`src/rtl/audio_sched_pkg.sv`:
```
// Shared types and elaboration helpers for the PWM-audio sample scheduler.
package audio_sched_pkg;

  typedef enum logic [1:0] {
    IDLE      = 2'd0,
    WAIT_TICK = 2'd1,
    LOAD      = 2'd2,
    SHIFT     = 2'd3
  } state_t;

  function automatic int calc_div(input int sys, input int samp);
    return sys / samp;
  endfunction

  // A single requester still needs a one-bit grant index.
  function automatic int grant_width(input int n);
    return (n > 1) ? $clog2(n) : 1;
  endfunction

endpackage

```
`src/rtl/audio_sample_scheduler_tick_gen.sv`:
```
// Sample-period tick generator: registered one-cycle pulse every DIV cycles while enabled.
module sample_tick_gen
  import audio_sched_pkg::*;
#(
  parameter int SYSTEM_FREQUENCY   = 100000000,
  parameter int SAMPLING_FREQUENCY = 1000000
) (
  input  logic clock_i,
  input  logic reset_ni,
  input  logic enable_i,
  output logic tick_o
);

  localparam int DIV = calc_div(SYSTEM_FREQUENCY, SAMPLING_FREQUENCY);
  localparam int CW  = (DIV > 1) ? $clog2(DIV) : 1;
  localparam logic [CW-1:0] LAST = CW'(DIV - 1);
  localparam logic [CW-1:0] PRE  = CW'(DIV - 2);

  logic [CW-1:0] r_count;
  logic          r_tick;

  // The tick is registered from the pre-terminal count so it lines up with count == DIV-1.
  always_ff @(posedge clock_i or negedge reset_ni) begin
    if (!reset_ni) begin
      r_count <= '0;
      r_tick  <= 1'b0;
    end else if (!enable_i) begin
      r_count <= '0;
      r_tick  <= 1'b0;
    end else begin
      r_count <= (r_count == LAST) ? '0 : r_count + CW'(1);
      r_tick  <= (r_count == PRE);
    end
  end

  assign tick_o = r_tick;

endmodule

```
`src/rtl/audio_sample_scheduler.sv`:
```
// Round-robin scheduler feeding one word per sample period to the PWM serializer.
// Optional AUDIO_SCHED_STATS_EN adds saturating underrun/late event counters.
module audio_sample_scheduler
  import audio_sched_pkg::*;
#(
  parameter int                     WORD_LENGTH        = 16,
  parameter int                     SYSTEM_FREQUENCY   = 100000000,
  parameter int                     SAMPLING_FREQUENCY = 1000000,
  parameter int                     NUM_REQ            = 2,
  parameter logic [WORD_LENGTH-1:0] SILENCE_WORD       = '0,
  localparam int                    GW                 = grant_width(NUM_REQ)
) (
  input  logic                           clock_i,
  input  logic                           reset_ni,
  input  logic                           enable_i,
  input  logic [NUM_REQ-1:0]             req_valid_i,
  input  logic [NUM_REQ*WORD_LENGTH-1:0] req_data_i,
  output logic [NUM_REQ-1:0]             req_ready_o,
  output logic                           ser_enable_o,
  output logic [WORD_LENGTH-1:0]         ser_data_o,
  input  logic                           ser_done_i,
  output logic [GW-1:0]                  grant_o,
  output logic                           tick_o,
  output logic                           underrun_o,
  output logic                           late_o
`ifdef AUDIO_SCHED_STATS_EN
  ,
  output logic [15:0]                    underrun_count_o,
  output logic [15:0]                    late_count_o
`endif
);

  localparam int DIV = calc_div(SYSTEM_FREQUENCY, SAMPLING_FREQUENCY);

  // A word needs LOAD + WORD_LENGTH shift cycles + done within one period.
  generate
    if (DIV < WORD_LENGTH + 3) begin : g_div_check
      $error("audio_sample_scheduler: sample period shorter than WORD_LENGTH+3 cycles");
    end
  endgenerate

  state_t                 r_state, w_next;
  logic [GW-1:0]          r_grant, w_pick;
  logic                   w_found;
  logic [WORD_LENGTH-1:0] r_ser_data, w_load_word;
  logic                   w_tick;

  sample_tick_gen #(
    .SYSTEM_FREQUENCY  (SYSTEM_FREQUENCY),
    .SAMPLING_FREQUENCY(SAMPLING_FREQUENCY)
  ) u_tick (
    .clock_i (clock_i),
    .reset_ni(reset_ni),
    .enable_i(enable_i),
    .tick_o  (w_tick)
  );

  // Search starts one past the last grant so silence words do not disturb fairness.
  always_comb begin
    w_found = 1'b0;
    w_pick  = r_grant;
    for (int i = 1; i <= NUM_REQ; i++) begin
      for (int k = 0; k < NUM_REQ; k++) begin
        if (!w_found && req_valid_i[k] && (k == (int'(r_grant) + i) % NUM_REQ)) begin
          w_found = 1'b1;
          w_pick  = GW'(k);
        end
      end
    end
  end

  always_comb begin
    w_load_word = '0;
    req_ready_o = '0;
    for (int k = 0; k < NUM_REQ; k++) begin
      if (r_grant == GW'(k)) begin
        w_load_word    = req_data_i[k*WORD_LENGTH +: WORD_LENGTH];
        req_ready_o[k] = (r_state == LOAD) && enable_i;
      end
    end
  end

  always_comb begin
    w_next     = r_state;
    underrun_o = 1'b0;
    late_o     = 1'b0;
    case (r_state)
      IDLE: if (enable_i) w_next = WAIT_TICK;
      WAIT_TICK: begin
        if (!enable_i) begin
          w_next = IDLE;
        end else if (w_tick) begin
          w_next     = w_found ? LOAD : SHIFT;
          underrun_o = !w_found;
        end
      end
      // Enable dropping before the accept abandons the load so no ready is issued.
      LOAD: begin
        late_o = w_tick;
        w_next = enable_i ? SHIFT : IDLE;
      end
      SHIFT: begin
        late_o = w_tick;
        if (ser_done_i) w_next = enable_i ? WAIT_TICK : IDLE;
      end
      default: w_next = IDLE;
    endcase
  end

  always_ff @(posedge clock_i or negedge reset_ni) begin
    if (!reset_ni) begin
      r_state    <= IDLE;
      r_grant    <= GW'(NUM_REQ - 1);
      r_ser_data <= '0;
    end else begin
      r_state <= w_next;
      if ((r_state == WAIT_TICK) && enable_i && w_tick) begin
        if (w_found) r_grant    <= w_pick;
        else         r_ser_data <= SILENCE_WORD;
      end
      if ((r_state == LOAD) && enable_i) r_ser_data <= w_load_word;
    end
  end

  assign ser_enable_o = (r_state == SHIFT) && !ser_done_i;
  assign ser_data_o   = r_ser_data;
  assign grant_o      = r_grant;
  assign tick_o       = w_tick;

`ifdef AUDIO_SCHED_STATS_EN
  logic [15:0] r_underrun_cnt, r_late_cnt;

  always_ff @(posedge clock_i or negedge reset_ni) begin
    if (!reset_ni) begin
      r_underrun_cnt <= '0;
      r_late_cnt     <= '0;
    end else if (!enable_i) begin
      r_underrun_cnt <= '0;
      r_late_cnt     <= '0;
    end else begin
      if (underrun_o && (r_underrun_cnt != 16'hFFFF)) r_underrun_cnt <= r_underrun_cnt + 16'd1;
      if (late_o && (r_late_cnt != 16'hFFFF))         r_late_cnt     <= r_late_cnt + 16'd1;
    end
  end

  assign underrun_count_o = r_underrun_cnt;
  assign late_count_o     = r_late_cnt;
`endif

endmodule
```
`config.mk`:
```
export PLATFORM = sky130hd
export DESIGN_NAME = audio_sample_scheduler
export DESIGN_NICKNAME = d
export VERILOG_FILES = /design/src/rtl/audio_sched_pkg.sv /design/src/rtl/audio_sample_scheduler_tick_gen.sv /design/src/rtl/audio_sample_scheduler.sv
export SDC_FILE = /design/constraint.sdc
export NUM_CORES = 1
export LEC_CHECK = 0
export CAP_MARGIN = 20
export CORE_AREA = 8 8 76 78
export CTS_CLUSTER_SIZE = 28
export DETAILED_ROUTE_END_ITERATION = 8
export DIE_AREA = 0 0 84 86
export GPL_ROUTABILITY_DRIVEN = 0
export GPL_TIMING_DRIVEN = 1
export PLACE_DENSITY_LB_ADDON = 0.12
export SETUP_SLACK_MARGIN = 0.5
export SLEW_MARGIN = 20
export SYNTH_ARGS = -nofsm -noshare
export SYNTH_HDL_FRONTEND = slang
export SYNTH_SLANG_ARGS = --single-unit
```
`constraint.sdc`:
```
create_clock -name clock_i -period 3.3 [get_ports clock_i]
set_input_delay 0.66 -clock clock_i [delete_from_list [all_inputs] [get_ports clock_i]]
set_output_delay 0.66 -clock clock_i [all_outputs]
set_load 0.02 [all_outputs]
```
## Word-level counts from Yosys, hierarchy flattened

Cells that the tools add are included.

- Memory bits (read-only): 0
- Memory bits (writable): 0
- Output and inout bits: 23
- Input bits: 38
- Flip-flop bits (word level): 27
- Memories: 0
- Bits in latches: 0
- Logic and storage cells: 75

- Order comparisons: 0
- Div/mod/pow operators: 0
- Eq/ne operators: 11
- Reductions and logical operators: 25
- $add $sub $neg: 3
- Bitwise gates (word level): 2
- Mux-type cells: 29
- $mul: 0
- Shift operators: 0

Operator list:

| cell | count |
|---|---|
| zero test 32 bit | 2 |
| two-way mux 16 bit | 4 |
| two-way mux 1 bit | 17 |
| equality test 7 bit, second input constant | 2 |
| two-way mux 7 bit | 2 |
| logical AND 1 bit | 11 |
| two-way mux 2 bit | 5 |
| one-hot mux 2 bit (4 select lines) | 1 |
| adder 7 x 1 -> 7 bit, second input constant | 1 |
| AND reduction 3 bit | 2 |
| zero test 1 bit | 5 |
| equality test 2 bit, first input constant | 2 |
| equality test 2 bit, second input constant | 2 |
| != test 2 bit, second input constant | 2 |
| nonzero test 4 bit | 1 |
| != test 3 x 2 -> 1 bit, second input constant | 1 |
| adder 1 bit, second input constant | 2 |
| AND 1 bit, first input constant | 2 |
| equality test 2 x 1 -> 1 bit, second input constant | 1 |
| zero test 2 bit | 1 |
| != test 2 x 1 -> 1 bit, second input constant | 1 |
| AND reduction 2 bit | 1 |
| nonzero test 2 bit | 1 |
| OR reduction 2 bit | 1 |

## Depth between registers and ports, before layout

Gate-level depths: netlist of run 1.

- Depth in word-level cells: 21
- Mapped depth: 6
- Gate-level depth less buffers: 4

## By module

Synthesis of run 1 repeated with hierarchy kept, for this count alone.

- Cells, all modules: 132
- Area, all modules: 1370.1 µm²

Modules (own cells, without submodules):

| module | area each (µm²) | times used | seq. area each (µm²) | cells each |
|---|---|---|---|---|
| audio_sample_scheduler | 950.9 | 1 | 476.7 | 92 |
| sample_tick_gen | 419.2 | 1 | 200.2 | 40 |

## Worst setup path after synthesis of run 1

Ideal clock, no wire load.

- Kind: input to output
- Start: input enable_i
- End: output underrun_o
- Stages: 4
- Slack: 1271 ps
- Arrival time: 1369 ps
- Required time: 2640 ps
- Buffers on the path: 2
- Path through: buf_6 nand4b_1 nor3_4 buf_4

- Longest elaborated chain between the ends: 2

RTL lines:

| element | RTL line | text |
|---|---|---|
| start: declaration | audio_sample_scheduler.sv:15 | `input logic enable_i,` |
| two-way mux 1 bit | audio_sample_scheduler.sv:90 | `if (!enable_i) begin` |
| two-way mux 1 bit | audio_sample_scheduler.sv:87 | `case (r_state)` |
| end: declaration | audio_sample_scheduler.sv:24 | `output logic underrun_o,` |

Every way passes these cells.

## Final worst setup path of run 1

- Start: input enable_i
- End: output req_ready_o[0]

- Longest elaborated chain between the ends: 2

RTL lines:

| element | RTL line | text |
|---|---|---|
| logical AND 1 bit | audio_sample_scheduler.sv:78 | `req_ready_o[k] = (r_state == LOAD) && enable_i;` |
| two-way mux 1 bit | audio_sample_scheduler.sv:76 | `if (r_grant == GW'(k)) begin` |
| end: declaration | audio_sample_scheduler.sv:18 | `output logic [NUM_REQ-1:0] req_ready_o,` |

Every way passes these cells.

==> impl_metrics.env, run 1 <==
export IMPL_p_total_uw=670
export IMPL_syn_to_final_growth_pct=52.6
export IMPL_endpoint_kind="output pin"
export IMPL_vias_per_cell=4.94
export IMPL_core_um2=4600
export IMPL_startpoint_type="input port"
export IMPL_layout_commonest_cell="clkdlybuf4s50_1"
export IMPL_root_buffer="clkbuf_8"
export IMPL_vdd_drop_max_mv=0.119
export IMPL_grt_overflow_total=0
export IMPL_power_per_cell_area_nw_per_um2=334
export IMPL_yosys_warnings=0
export IMPL_synth_edf_count=0
export IMPL_critPathArrivalTime_ns=1.93
export IMPL_htreeDepth=1
export IMPL_drc_errors=0
export IMPL_synth_nets=170
export IMPL_fp_dieH_um=86
export IMPL_grt_pass1_vias=1268
export IMPL_hold_viol_final=0
export IMPL_fin_worst_skew_ns=0.00732
export IMPL_drt_iter0_markers=29
export IMPL_cp_top_family="buffers and inverters"
export IMPL_crit_buf_inv=3
export IMPL_cp_data_required_time_ns=2.64
export IMPL_multiInputGateArea_um2=562
export IMPL_synth_cell_types=29
export IMPL_cp_slowest_stage_delay_ns=0.48
export IMPL_firstDrtPassIters=4
export IMPL_ys_flop_type="dfrtp_1"
export IMPL_worstSetupPathType="input port to output pin"
export IMPL_synth_area_um2=1310
export IMPL_p_leak_nw=0.816
export IMPL_vias=1215
export IMPL_rsz0062_at_grt="false"
export IMPL_numCtsBuffers=3
export IMPL_dp_cells=242
export IMPL_cp_max_fo=10
export IMPL_layout_common_cells="57 x clkdlybuf4s50_1, 26 x dfrtp_1, 23 x o21ai_0, 20 x nand2_1, 16 x a22oi_1"
export IMPL_worstSkewPairLatency_ns=0.27
export IMPL_max_slew_margin_pct=56.6
export IMPL_routed_wl_um=3800
export IMPL_slew_violations=0
export IMPL_crit_path_top_delay_cell="clkdlybuf4s50_1"
export IMPL_wl_met1_um=1880
export IMPL_grt_max_degree=28
export IMPL_ys_ff_latch=27
export IMPL_finalCritPeriodShare_pct=78.5
export IMPL_dp_hpwl_um=3010
export IMPL_grt_usage_pct=10.8
export IMPL_wl_met2_um=1650
export IMPL_regArea_um2=677
export IMPL_portBuffers=60
export IMPL_postRouteAntennaNets=0
export IMPL_setup_violations=0
export IMPL_top_layer_used="met4"
export IMPL_tritoncts="done"
export IMPL_cts_sinks=27
export IMPL_wl_per_cell_um=15.4
export IMPL_nFillCells=433
export IMPL_clockBufferDepth=2
export IMPL_die_w_um=84
export IMPL_num_rows=25
export IMPL_initial_core_util_pct=28.6
export IMPL_min_period_ns=2.59
export IMPL_post_cts_buffers=0
export IMPL_fin_cells=246
export IMPL_postSynthAreaPerCell_um2=10.1
export IMPL_ys_seq_area_share_pct=51.5
export IMPL_synthArstFlopShare_pct=100
export IMPL_antenna_cells=0
export IMPL_whs_ns=0.497
export IMPL_grt_first_pass_wirelength_um=6440
export IMPL_status="finished, final reports clean"
export IMPL_maxCapViolCount=0
export IMPL_ioPinCount=61
export IMPL_drive_gt1_share_pct=6.77
export IMPL_dieArea_um2=7220
export IMPL_antenna_found_initial=0
export IMPL_hold_path_class="flop to flop"
export IMPL_tightest_slew_ns=0.649
export IMPL_syn_inst=130
export IMPL_final_util_pct=43.6
export IMPL_nets=233
export IMPL_crit_chain="clkdlybuf4s50_1 -> buf_4 -> and4bb_2 -> dlygate4sd2_1"
export IMPL_clkTransAtPathRegs_ns=0.10
export IMPL_fin_tns_setup_ns=0
export IMPL_max_freq_mhz=386
export IMPL_met3WireLength_um=226
-- Yosys cell counts, types with 2 or more instances --
library cell,n,area [um^2]
a21oi_1,2,10.0
a22oi_1,16,120
buf_2,3,15.0
buf_6,3,33.8
dfrtp_1,26,651
ha_1,2,25.0
inv_1,5,18.8
nand2_1,20,75.1
nand3_1,2,10.0
nand3b_1,2,15.0
nor2_1,5,18.8
nor2b_1,3,18.8
o21ai_0,23,115
or3_1,2,12.5
xor2_1,2,17.5
-- report_power, final --
group	switching, mW	total (mW)	internal, mW
sequential	0.0106	0.358	0.347
combinational	0.0498	0.121	0.0709
clock	0.105	0.191	0.0865
-- cells by family (layout without fill, tap and decap cells) --
| kind of cell | count (synthesis) | count (layout) | synth area share [%] |
|---|---|---|---|
| AO/OA/AOI/OAI | 45 | 45 | 22.1 |
| AND/OR/NAND/NOR | 42 | 42 | 17.4 |
| flip-flops | 27 | 27 | 51.5 |
| buffers and inverters | 12 | 74 | 5.71 |
| adder cells (fa/ha/maj) | 2 | 2 | 1.90 |
| XOR/XNOR | 2 | 2 | 1.33 |
-- state kept, by name (all words and copies together) (netlist names) --
register and count:
grant_o 1, u_tick.tick_o 1, ser_data_o 16, u_tick.r_count 7
r_state 2
-- metal layers --
layer / global-route usage [%] / vias up
li1: - / 586
met1: 13.8 / 575
met2: 16.9 / 50
met3: 2.84 / 4
met4: 3.92 / 0
met5: 0 / -
-- final timing paths --
kind                              startpoint                end  slack, ns  cells past startpoint
max reg2reg                       r_state[0]      ser_data_o[1]       1.84                      3
max                                 enable_i     req_ready_o[0]       0.71                      4
min reg2reg                u_tick.r_count[0]  u_tick.r_count[0]       0.50                      1
min                        u_tick.r_count[0]  u_tick.r_count[0]       0.50                      1
min in group asynchronous           reset_ni     ser_data_o[11]       0.76                      2
max in group asynchronous           reset_ni            grant_o       2.23                      2
-- per-stage QoR --
step | instance area [um^2] | setup WS [ns]
after floorplan | 1310 | 1.27
after global placement | 1960 | 0.444
after detailed placement | 1960 | 0.433
after CTS | 2000 | 0.702
after global routing | 2000 | 0.642
final | 2000 | 0.711
-- layout make-up --
type / count / area share [%]
Clock buffer: 4 / 2.25
Inverter: 5 / 0.936
Multi-Input combinational cell: 91 / 28.0
Sequential cell: 27 / 33.8
Tap cell: 54 / 3.37
Timing Repair Buffer: 65 / 31.6
-- what timing repair did --
| item | CTS | global route |
|---|---|---|
| setup endpoints to repair | 3 | 0 |
| resized for setup | 3 | 0 |
| hold buffers | 0 | 0 |
(Power assumes the default switching activity.)
==> run 2: changes to the inputs <==
- clock period: 3.3 -> 2.3 ns (I/O delays scaled with it)
==> run 2 against run 1 <==
Sequential share of layout area fell by 0.54 points. First-iteration DRC count up 31%. Register-to-register slack worse by 1.0 ns. Die area unchanged. Critical path depth decreased by 1. Power is 43% higher. Highest routed layer unchanged.
==> impl_metrics.env, run 2 (same netlist as run 1, synthesis figures left out) <==
export IMPL_status="finished, final reports clean"
export IMPL_fp_dieH_um=86
export IMPL_setup_violations=0
export IMPL_numCtsBuffers=3
export IMPL_clkTransAtPathRegs_ns=0.09
export IMPL_fin_tns_setup_ns=0
export IMPL_hold_viol_final=0
export IMPL_reg2reg_to="u_tick.r_count[4]"
export IMPL_crit_start="r_state[1]"
export IMPL_critPathArrivalTime_ns=1.36
export IMPL_fin_worst_skew_ns=0.00103
export IMPL_dieArea_um2=7220
export IMPL_cp_data_required_time_ns=1.84
export IMPL_layout_common_cells="52 x clkdlybuf4s50_1, 25 x dfrtp_1, 23 x o21ai_0, 20 x nand2_1, 16 x a22oi_1"
export IMPL_dp_cells=246
export IMPL_fin_cells=252
export IMPL_initial_core_util_pct=28.6
export IMPL_post_place_ws_ns=-0.185
export IMPL_postRouteAntennaNets=0
export IMPL_ioPinCount=61
export IMPL_root_buffer="clkbuf_8"
export IMPL_min_period_ns=1.82
export IMPL_dp_hpwl_um=3130
export IMPL_maxCapViolCount=0
export IMPL_max_freq_mhz=548
export IMPL_p_leak_nw=0.870
export IMPL_syn_to_final_growth_pct=55.3
export IMPL_hold_path_class="flop to flop"
export IMPL_max_slew_margin_pct=75.6
export IMPL_routed_wl_um=3930
export IMPL_antenna_cells=0
export IMPL_worst_r2r_cell_count=3
export IMPL_reg2reg_from="u_tick.r_count[2]"
export IMPL_drc_errors=0
export IMPL_design_area_um2=2040
export IMPL_clock_power_share_pct=28.1
export IMPL_tritoncts="done"
export IMPL_cts_sinks=27
export IMPL_seqPwrFrac_pct=53.6
export IMPL_p_switching_uw=235
export IMPL_vias=1236
export IMPL_dpl_instance_area_um2=1990
export IMPL_vdd_drop_max_mv=0.200
export IMPL_antenna_found_initial=0
export IMPL_power_internal_uw=723
export IMPL_die_w_um=84
export IMPL_drive_gt1_share_pct=12.6
export IMPL_worstSkewPairLatency_ns=0.27
export IMPL_cp_max_fo=4
export IMPL_grt_pass1_vias=1280
export IMPL_p_total_uw=958
export IMPL_startpoint_type="flop"
export IMPL_cp_slowest_stage_delay_ns=0.44
export IMPL_combPwrFrac_pct=18.3
export IMPL_layout_setup_ws_ns=0.476
export IMPL_nets=239
export IMPL_grt_usage_pct=11.0
export IMPL_grt_max_degree=28
export IMPL_wl_per_cell_um=15.6
export IMPL_grt_overflow_total=0
export IMPL_endpoint_kind="output pin"
export IMPL_final_util_pct=44.4
export IMPL_power_per_cell_area_nw_per_um2=469
export IMPL_crit_chain="nand4b_1 -> nor3_4 -> buf_6"
export IMPL_htreeDepth=1
export IMPL_drt_iter0_markers=38
export IMPL_rsz0062_at_grt="true"
export IMPL_cp_endpoint="underrun_o"
export IMPL_largest_register_ffs=16
export IMPL_grt_first_pass_wirelength_um=6580
export IMPL_finalCritPeriodShare_pct=79.3
export IMPL_portBuffers=60
export IMPL_reg2reg_slack_ns=0.83
export IMPL_core_um2=4600
export IMPL_layout_commonest_cell="clkdlybuf4s50_1"
export IMPL_worstSetupPathType="flop to output pin"
export IMPL_whs_ns=0.487
export IMPL_crit_path_top_delay_cell="dfrtp_2"
export IMPL_vias_per_cell=4.90
export IMPL_num_rows=25
export IMPL_firstDrtPassIters=4
export IMPL_clockBufferDepth=2
export IMPL_tightest_slew_ns=0.366
export IMPL_swShare_pct=24.5
export IMPL_slew_violations=0
run 2: worst min path at each step:
stage                                   end              start  cells after the start  slack [ns]
after global placement    u_tick.r_count[0]  u_tick.r_count[0]                      1        0.48
after floorplan                  r_state[0]           reset_ni                      0        0.16
after global routing      u_tick.r_count[0]  u_tick.r_count[0]                      1        0.52
after detailed placement  u_tick.r_count[0]  u_tick.r_count[0]                      1        0.48
final                     u_tick.r_count[0]  u_tick.r_count[0]                      1        0.49
after CTS                 u_tick.r_count[0]  u_tick.r_count[0]                      1        0.49
run 2: power by group through the flow:
stage / combinational (mW) / sequential (mW) / clock (mW)
final: 0.175 / 0.514 / 0.269
after global routing: 0.189 / 0.518 / 0.298
after CTS: 0.178 / 0.514 / 0.280
after detailed placement: 0.178 / 0.524 / 0
after global placement: 0.176 / 0.522 / 0
after floorplan: 0.0283 / 0.545 / 0
run 2: final cells by class:
| class | instances | area, um^2 |
|---|---|---|
| flip-flops and latches | 27 | 678 |
| clock buffers | 3 | 41.3 |
| multi-input cells | 91 | 562 |
| repair buffers | 71 | 668 |
| well taps | 54 | 67.6 |
| inverters | 5 | 18.8 |
| fillers | 454 | 2560 |
| clock inverters | 1 | 5.00 |
run 2: metal layers:
layer | GRT usage (%) | wire length (um)
met5 | 0 | 0
met4 | 3.77 | 37
met3 | 3.89 | 269
met2 | 16.2 | 1670
met1 | 14.6 | 1960
run 2: timing repair:
item | 4_1_cts | 5_1_grt
endpoints found under the setup margin | 6 | 3
pin swaps | 1 | 1
gates resized for setup | 21 | 2
setup buffers | 2 | 0
hold buffers | 0 | 0
run 2: worst max-delay path: cells and delay by family (launching register included):
kind,cells,cell delay [ns]
AND/OR/NAND/NOR,2,0.50
flip-flops,1,0.44
buffers and inverters,1,0.16
